## config.mk

```make
export PLATFORM = sky130hd
export DESIGN_NAME = force_watch_monitor_flat
export DESIGN_NICKNAME = d
export VERILOG_FILES = /design/src/rtl/force_watch_if.sv /design/src/rtl/force_watch_monitor.sv /design/src/flat_wrapper.sv
export SDC_FILE = /design/constraint.sdc
export NUM_CORES = 1
export LEC_CHECK = 0
export CORE_MARGIN = 10
export CORE_UTILIZATION = 50
export CTS_CLUSTER_DIAMETER = 120
export DETAILED_ROUTE_END_ITERATION = 7
export HOLD_SLACK_MARGIN = 0.1
export PLACE_DENSITY_LB_ADDON = 0.05
export SKIP_CTS_REPAIR_TIMING = 1
export SLEW_MARGIN = 5
export SYNTH_ARGS = -nofsm -noshare
export SYNTH_HDL_FRONTEND = slang
export SYNTH_SLANG_ARGS = --single-unit
```

## constraint.sdc

```tcl
create_clock -name clk -period 3.05 [get_ports clk]
set_input_delay 0.305 -clock clk [delete_from_list [all_inputs] [get_ports clk]]
set_output_delay 0.305 -clock clk [all_outputs]
set_load 0.1 [all_outputs]
```

## src/rtl/force_watch_if.sv

```systemverilog
// Bus bundle between a watched producer/bench and force_watch_monitor.
// The master drives the sample and qualifiers; the slave returns monitor status.
interface force_watch_if #(
  parameter int unsigned WIDTH = 4,
  parameter int unsigned CNT_W = 8
);
  logic             en;
  logic             clr;
  logic [WIDTH-1:0] din;
  logic [WIDTH-1:0] exp_val;
  logic             exp_valid;
  logic [1:0]       state;
  logic             mismatch;
  logic             sticky_err;
  logic [CNT_W-1:0] mismatch_cnt;
  logic [WIDTH-1:0] last_bad;

  modport master (
    output en, clr, din, exp_val, exp_valid,
    input  state, mismatch, sticky_err, mismatch_cnt, last_bad
  );

  modport slave (
    input  en, clr, din, exp_val, exp_valid,
    output state, mismatch, sticky_err, mismatch_cnt, last_bad
  );
endinterface

```

## src/rtl/force_watch_monitor.sv

```systemverilog
// Watches a registered status value, locks after LOCK_LEN matching samples,
// and records any unexpected value (e.g. a forced override) with sticky/count/capture.
module force_watch_monitor #(
  parameter int unsigned WIDTH    = 4,
  parameter int unsigned LOCK_LEN = 3,
  parameter int unsigned CNT_W    = 8
) (
  input  logic          clk,
  input  logic          rst_n,
  force_watch_if.slave  bus
);

  localparam int unsigned RUN_W = 8;
  localparam logic [RUN_W-1:0] LOCK_RUN = RUN_W'(LOCK_LEN);
  localparam logic [CNT_W-1:0] CNT_MAX  = {CNT_W{1'b1}};

  typedef enum logic [1:0] {
    IDLE   = 2'd0,
    ARMED  = 2'd1,
    LOCKED = 2'd2,
    FAULT  = 2'd3
  } state_t;

  state_t           state_q, state_d;
  logic [RUN_W-1:0] run_q, run_d;
  logic             mismatch_q, mismatch_d;
  logic             sticky_q, sticky_d;
  logic [CNT_W-1:0] cnt_q, cnt_d;
  logic [WIDTH-1:0] last_q, last_d;

  logic match_c;
  logic mism_c;

  // A compare only happens when enabled, qualified and out of IDLE
  assign match_c = (bus.din == bus.exp_val);
  assign mism_c  = bus.en && bus.exp_valid && (state_q != IDLE) && !match_c;

  always_ff @(posedge clk or negedge rst_n) begin
    if (!rst_n) begin
      state_q    <= IDLE;
      run_q      <= '0;
      mismatch_q <= 1'b0;
      sticky_q   <= 1'b0;
      cnt_q      <= '0;
      last_q     <= '0;
    end else begin
      state_q    <= state_d;
      run_q      <= run_d;
      mismatch_q <= mismatch_d;
      sticky_q   <= sticky_d;
      cnt_q      <= cnt_d;
      last_q     <= last_d;
    end
  end

  always_comb begin
    state_d    = state_q;
    run_d      = run_q;
    mismatch_d = 1'b0;
    sticky_d   = sticky_q;
    cnt_d      = cnt_q;
    last_d     = last_q;

    if (!bus.en) begin
      state_d = IDLE;
      run_d   = '0;
    end else begin
      unique case (state_q)
        IDLE: begin
          state_d = ARMED;
        end
        ARMED: begin
          if (bus.exp_valid) begin
            if (match_c) begin
              // run never exceeds LOCK_LEN, so reaching it is the lock condition
              if (run_q >= LOCK_RUN - RUN_W'(1)) begin
                run_d   = LOCK_RUN;
                state_d = LOCKED;
              end else begin
                run_d = run_q + RUN_W'(1);
              end
            end else begin
              state_d = FAULT;
              run_d   = '0;
            end
          end
        end
        LOCKED: begin
          if (bus.exp_valid && !match_c) begin
            state_d = FAULT;
            run_d   = '0;
          end
        end
        FAULT: begin
          if (bus.exp_valid && match_c) begin
            run_d   = RUN_W'(1);
            state_d = (LOCK_LEN == 1) ? LOCKED : ARMED;
          end
        end
        default: begin
          state_d = IDLE;
          run_d   = '0;
        end
      endcase
    end

    if (mism_c) begin
      mismatch_d = 1'b1;
      sticky_d   = 1'b1;
      last_d     = bus.din;
      if (cnt_q != CNT_MAX) cnt_d = cnt_q + CNT_W'(1);
    end

    // Clear overrides the error record only; pulse and FSM move are unaffected
    if (bus.clr) begin
      sticky_d = 1'b0;
      cnt_d    = '0;
      last_d   = '0;
    end
  end

  assign bus.state        = state_q;
  assign bus.mismatch     = mismatch_q;
  assign bus.sticky_err   = sticky_q;
  assign bus.mismatch_cnt = cnt_q;
  assign bus.last_bad     = last_q;

endmodule

```

## src/flat_wrapper.sv

```systemverilog
// flat-port wrapper written by rule: the top's interface ports become plain ports
module force_watch_monitor_flat 
#(
  parameter int unsigned WIDTH    = 4,
  parameter int unsigned LOCK_LEN = 3,
  parameter int unsigned CNT_W    = 8
)
  (clk, rst_n, bus_en, bus_clr, bus_din, bus_exp_val, bus_exp_valid, bus_state, bus_mismatch, bus_sticky_err, bus_mismatch_cnt, bus_last_bad);
  force_watch_if #(.WIDTH(WIDTH), .CNT_W(CNT_W)) bus_i ();
  input  logic clk;
  input  logic rst_n;
  input wire logic [$bits(bus_i.en)-1:0] bus_en;
  input wire logic [$bits(bus_i.clr)-1:0] bus_clr;
  input wire logic [$bits(bus_i.din)-1:0] bus_din;
  input wire logic [$bits(bus_i.exp_val)-1:0] bus_exp_val;
  input wire logic [$bits(bus_i.exp_valid)-1:0] bus_exp_valid;
  output wire logic [$bits(bus_i.state)-1:0] bus_state;
  output wire logic [$bits(bus_i.mismatch)-1:0] bus_mismatch;
  output wire logic [$bits(bus_i.sticky_err)-1:0] bus_sticky_err;
  output wire logic [$bits(bus_i.mismatch_cnt)-1:0] bus_mismatch_cnt;
  output wire logic [$bits(bus_i.last_bad)-1:0] bus_last_bad;
  assign bus_i.en = bus_en;
  assign bus_i.clr = bus_clr;
  assign bus_i.din = bus_din;
  assign bus_i.exp_val = bus_exp_val;
  assign bus_i.exp_valid = bus_exp_valid;
  assign bus_state = bus_i.state;
  assign bus_mismatch = bus_i.mismatch;
  assign bus_sticky_err = bus_i.sticky_err;
  assign bus_mismatch_cnt = bus_i.mismatch_cnt;
  assign bus_last_bad = bus_i.last_bad;
  force_watch_monitor #(.WIDTH(WIDTH), .LOCK_LEN(LOCK_LEN), .CNT_W(CNT_W)) u_core (.clk(clk), .rst_n(rst_n), .bus(bus_i));
endmodule
```

Word-level counts from Yosys, hierarchy flattened
Index checks and enable logic that the tools add are counted.
Operators by class
  add/subtract/negate cells: 2
  magnitude comparators: 1
  eq/ne operators: 10
  mux-type cells: 22
  reduce and logical (&&, ||, !) cells: 13
Operators with widths (count)
  8-bit two-way mux: 9
  8-bit case mux with 3 select lines: 1
  8-bit by 1-bit adder with 8-bit output (second input constant): 2
  2-bit two-way mux: 6
  8-bit by 2-bit greater-or-equal comparator with 1-bit output (second input constant): 1
  4-bit two-way mux: 2
  8-bit inequality test (second input constant): 1
  2-bit case mux with 4 select lines: 1
  4-bit AND reduction: 2
  3-bit by 2-bit inequality test with 1-bit output (second input constant): 2
  2-bit nonzero test: 3
  1-bit logical AND: 5
  2-bit == test (second input constant): 2
  4-bit == test: 1
  4-bit by 1-bit inequality test with 1-bit output (second input constant): 1
  4-bit inequality test (second input constant): 1
  1-bit two-way mux: 3
  3-bit inequality test (second input constant): 1
  2-bit by 1-bit == test with 1-bit output (second input constant): 1
  2-bit zero test: 1
  2-bit AND reduction: 1
  1-bit zero test: 1
Word-level totals
  flip-flop bits (word level): 24
  output and inout port bits: 16
  logic and storage cells: 54

Logic depth before layout (Yosys ltp)
  depth after elaboration: 6
  depth in mapped cells: 8
  depth with buffers taken out: 7

Worst setup path after synthesis
Ideal clock, no wire load.
  path kind: register to register
  start: register u_core.state_q[1], in the netlist u_core.bus.state[1]
  end: register u_core.cnt_q[6], in the netlist u_core.bus.mismatch_cnt[6]
  setup time: 0.132 ns
  arrival: 2.237 ns
  required time: 2.918 ns
  slack: 0.682 ns
  stages on the path, launching flop included: 7
  buffers on the path: 0
  cell sequence: dfrtp_1 inv_1 ha_1 nand3b_1 nor4_1 mux2i_1 nor2_1
Between the ends
  cells in the longest elaborated chain, start to end: 5
Ends and longest elaborated chain
  start, declared: line force_watch_monitor.sv:24  | state_t state_q, state_d;
  start signal, assigned: line force_watch_monitor.sv:47  | state_q <= state_d;
  2-bit nonzero test: line force_watch_monitor.sv:36  | assign mism_c = bus.en && bus.exp_valid && (state_q != IDLE) && !match_c;
  1-bit logical AND (2 in a row): line force_watch_monitor.sv:36
  2-bit nonzero test (no line)
  2-bit AND reduction (no line)
  end signal, assigned: line force_watch_monitor.sv:51  | cnt_q <= cnt_d;
  end, declared: line force_watch_monitor.sv:28  | logic [CNT_W-1:0] cnt_q, cnt_d;
No other way between the ends.
A chain may end at the register's enable or synchronous reset.

Worst setup path after layout
  start: register u_core.last_q[3], in the netlist u_core.bus.last_bad[3]
  end: output bus_last_bad[3]
RTL lines
  start, declared: line force_watch_monitor.sv:29  | logic [WIDTH-1:0] last_q, last_d;
  start signal, assigned: line force_watch_monitor.sv:52  | last_q <= last_d;
  end, declared: line flat_wrapper.sv:21  | output wire logic [$bits(bus_i.last_bad)-1:0] bus_last_bad;
No word-level cell between the ends.

==> results.md <==
* Post-synth top flop: dfrtp_1
* Post-Place Cells at slightly below 200
* Post-layout min period at about 2.2 ns
* Worst Slack Setup Final at roughly 0.89 ns
* Ys async rst share at 100%
* Largest family of logic cells by synthesized area: simple AND/OR/NAND/NOR gates
* RSZ-0062 raised after global routing: false
* #FFs+latches synth at 24
* First-pass GRT wire length at approximately 5300 um
* Setup_tns at 0 ns
* PortBufs at 28
* # nets final at roughly 190
* Core area at roughly 2500 um^2
* Slowest stage delay, CP at 1.15 ns
* Synth Warn # at 0
* Fin crit share at a little over two thirds
* CTS tree: built
* CTS Sinks at 24
* Fillcell total at roughly 210
* Mux contribution to synthesized area at under 10%
* Area of the multi-input gates at a little over 700 um^2
* Gp weighted congestion at about 0.89
* Ant. Diodes at 0
* Post-Syn Area at about 1400 um^2
* PnR Total Power at 0.00106 W
* Seq/Total Area, Yosys at 43.6%
* Avg Cell Area, Syn at approximately 9.6 um^2
* Syn_nets at about 160
* Syn Inst Count at ~140
* Static Leak at ~0.75 nW
* Total number of vias at between 1000 and 1500
* Worst Setup Start Kind: flip-flop
* Relative slew margins at roughly 34%
* Synth Area in XOR/XNOR at around 5.7%
* Row count at 18
* Drt total wl at 3130 um
* CTS root buf: clkbuf_4
* Die Span Y at 72.5 um
* Status: finished clean
* Syn-to-layout area delta at 24.5%
* Library cells used by synthesis at 32
* Area share of fa/ha/maj cells after synthesis at under 10%
* Initial antenna violation count at 0
* # DRC at 0
* Initial Util at around 54%
* Cell Chain, Critical Path: clkdlybuf4s50_1
* TritonCTS Buffers at 3
* Peak Freq at 0.463 GHz
* Reg area at roughly 600 um^2
* CTS Buffer Depth at 2
* H-tree Lvls at 1
* DRT iter0 DRCs at 53
* Clk_lat worst skew at 0.32 ns
* Hpwl dp at roughly 2500 um
* Layout cells sized above 1 at between 10 and 15%
* Final Cell Area at between 1500 and 2000 um^2
* DIE AREA at about 5300 um^2
* Synth Area in Compound Gates at between 10% and 20%
* Post-Place Cell Area at between 1500 and 2000 um^2
* Simple-gate area share of the yosys netlist at approximately a fifth
* WL per Instance at roughly 15 um
* Die Wd at approximately 72 um
* Hold crit path type: in -> async
* Worst Clk Skew at between 0.0007 and 0.0008 ns
* CP max stage cell: clkdlybuf4s50_1
* Routed Antenna Nets at 0
* Ports at 29
* Total GRT Usage at roughly 12%
* Max-slew violations at 0
* Max VDD drop at between 0.0007 and 0.0008 V
* Critical path data required time at roughly 2.7 ns
* Grt total ovfl at 0
* Commonest non-fill, non-tap cell in the layout: dfrtp_1
* Largest net degree at the start of global routing at 25
* Vias in the first global route at roughly 1200
* Crit Path Max Fanout at 2
* Setup CP Type: reg -> out
* Via density per instance at around 5.6
* Top delay family on crit path: buffers and inverters
* Buf+Inv Stages, Crit Path at 1
* Worst-Margin Slew at between 0.9 and 1 ns
* Pre-CTS WS at approximately 0.8 ns
* DR pass1 iterations at 4
* Post-Layout Cell Count at 203
* Max Cap Violations at 0
* Highest-count cells in the layout ignoring fill and taps: dfrtp_1, nor2_1, clkdlybuf4s50_1
* Final setup viols at 0
* Final hold vios at 0
* Crit. End Element: output port
* Worst EP arrival at 1.85 ns
* Worst-path clk slew at between 0.1 and 0.15 ns
* Post-synth EDFFs at 0
* Pwr per Cell Area at between 600 and 700 nW/um^2
metal layers:
metal / global-route usage, % / part of all wire [%]
met1: 13.8 / 43
met2: 20.9 / 48
met3: 4.76 / 7.4
met4: 3.16 / 1.1
met5: 0 / 0
worst reg2reg max path, stage by stage (launching register included):
cell,delay [ns]
dfrtp_1,0.44
inv_1,0.09
ha_1,0.20
nor4_1,0.37
nand2_1,0.15
o21ai_0,0.22
a32oi_2,0.16
mux2_1,0.33
state kept, by name, summed over array words and instances (netlist names):
register / flops
u_core.bus.sticky_err: 1
u_core.run_q: 8
u_core.bus.last_bad: 4
u_core.bus.mismatch_cnt: 8
u_core.bus.mismatch: 1
u_core.bus.state: 2
cell families after synthesis:
logic type / after synthesis
buf+inv: 16
flops: 24
compound gates: 23
simple gates: 53
fa+ha+maj: 7
xor+xnor: 9
mux: 11
report_power, final:
| group | switching [W] | total, W | internal, W |
|---|---|---|---|
| sequential | 0.0000311 | 0.000376 | 0.000345 |
| combinational | 0.000318 | 0.000448 | 0.000130 |
| clock | 0.000101 | 0.000234 | 0.000133 |
cell usage after synthesis (3+ instances only):
cell type  instances  area share, %
dfrtp_1           24             44
nor2_1            19            5.2
inv_1             12            3.3
mux2i_1            9            6.5
o21ai_0            9            3.3
xnor2_1            9            5.7
nand2_1            8            2.2
ha_1               7            6.4
nor4_1             7            3.2
a211oi_1           5            2.7
nand4_1            5            2.3
nand3_1            3            1.1
through the flow:
step	hold slack [ns]	util [%]
after floorplan	0.00941	-
after global placement	0.485	65.2
after detailed placement	0.488	65.2
after CTS	0.324	67.3
after global routing	0.321	67.3
final	0.321	67.3
final timing paths:
path                                         from                    endpoint  slack, ns  cells after the start
max                        u_core.bus.last_bad[3]             bus_last_bad[3]       0.89                      1
min                                         rst_n  u_core.bus.mismatch_cnt[5]       0.32                      2
max reg2reg                       u_core.run_q[0]         u_core.bus.state[0]       1.01                      7
min reg2reg                       u_core.run_q[7]             u_core.run_q[7]       0.52                      1
max in group asynchronous                   rst_n             u_core.run_q[2]       2.50                      2
min in group clk                  u_core.run_q[7]             u_core.run_q[7]       0.52                      1
layout make-up:
type                    count  area share (%)
multi-input cells         103            41.3
repair buffers             30            15.8
flip-flops and latches     24            35.1
inverters                  12            2.63
clock inverters             1            1.75
clock buffers               3            1.31
well taps                  30            2.19
Note: power is estimated with default switching activity, not from simulation.
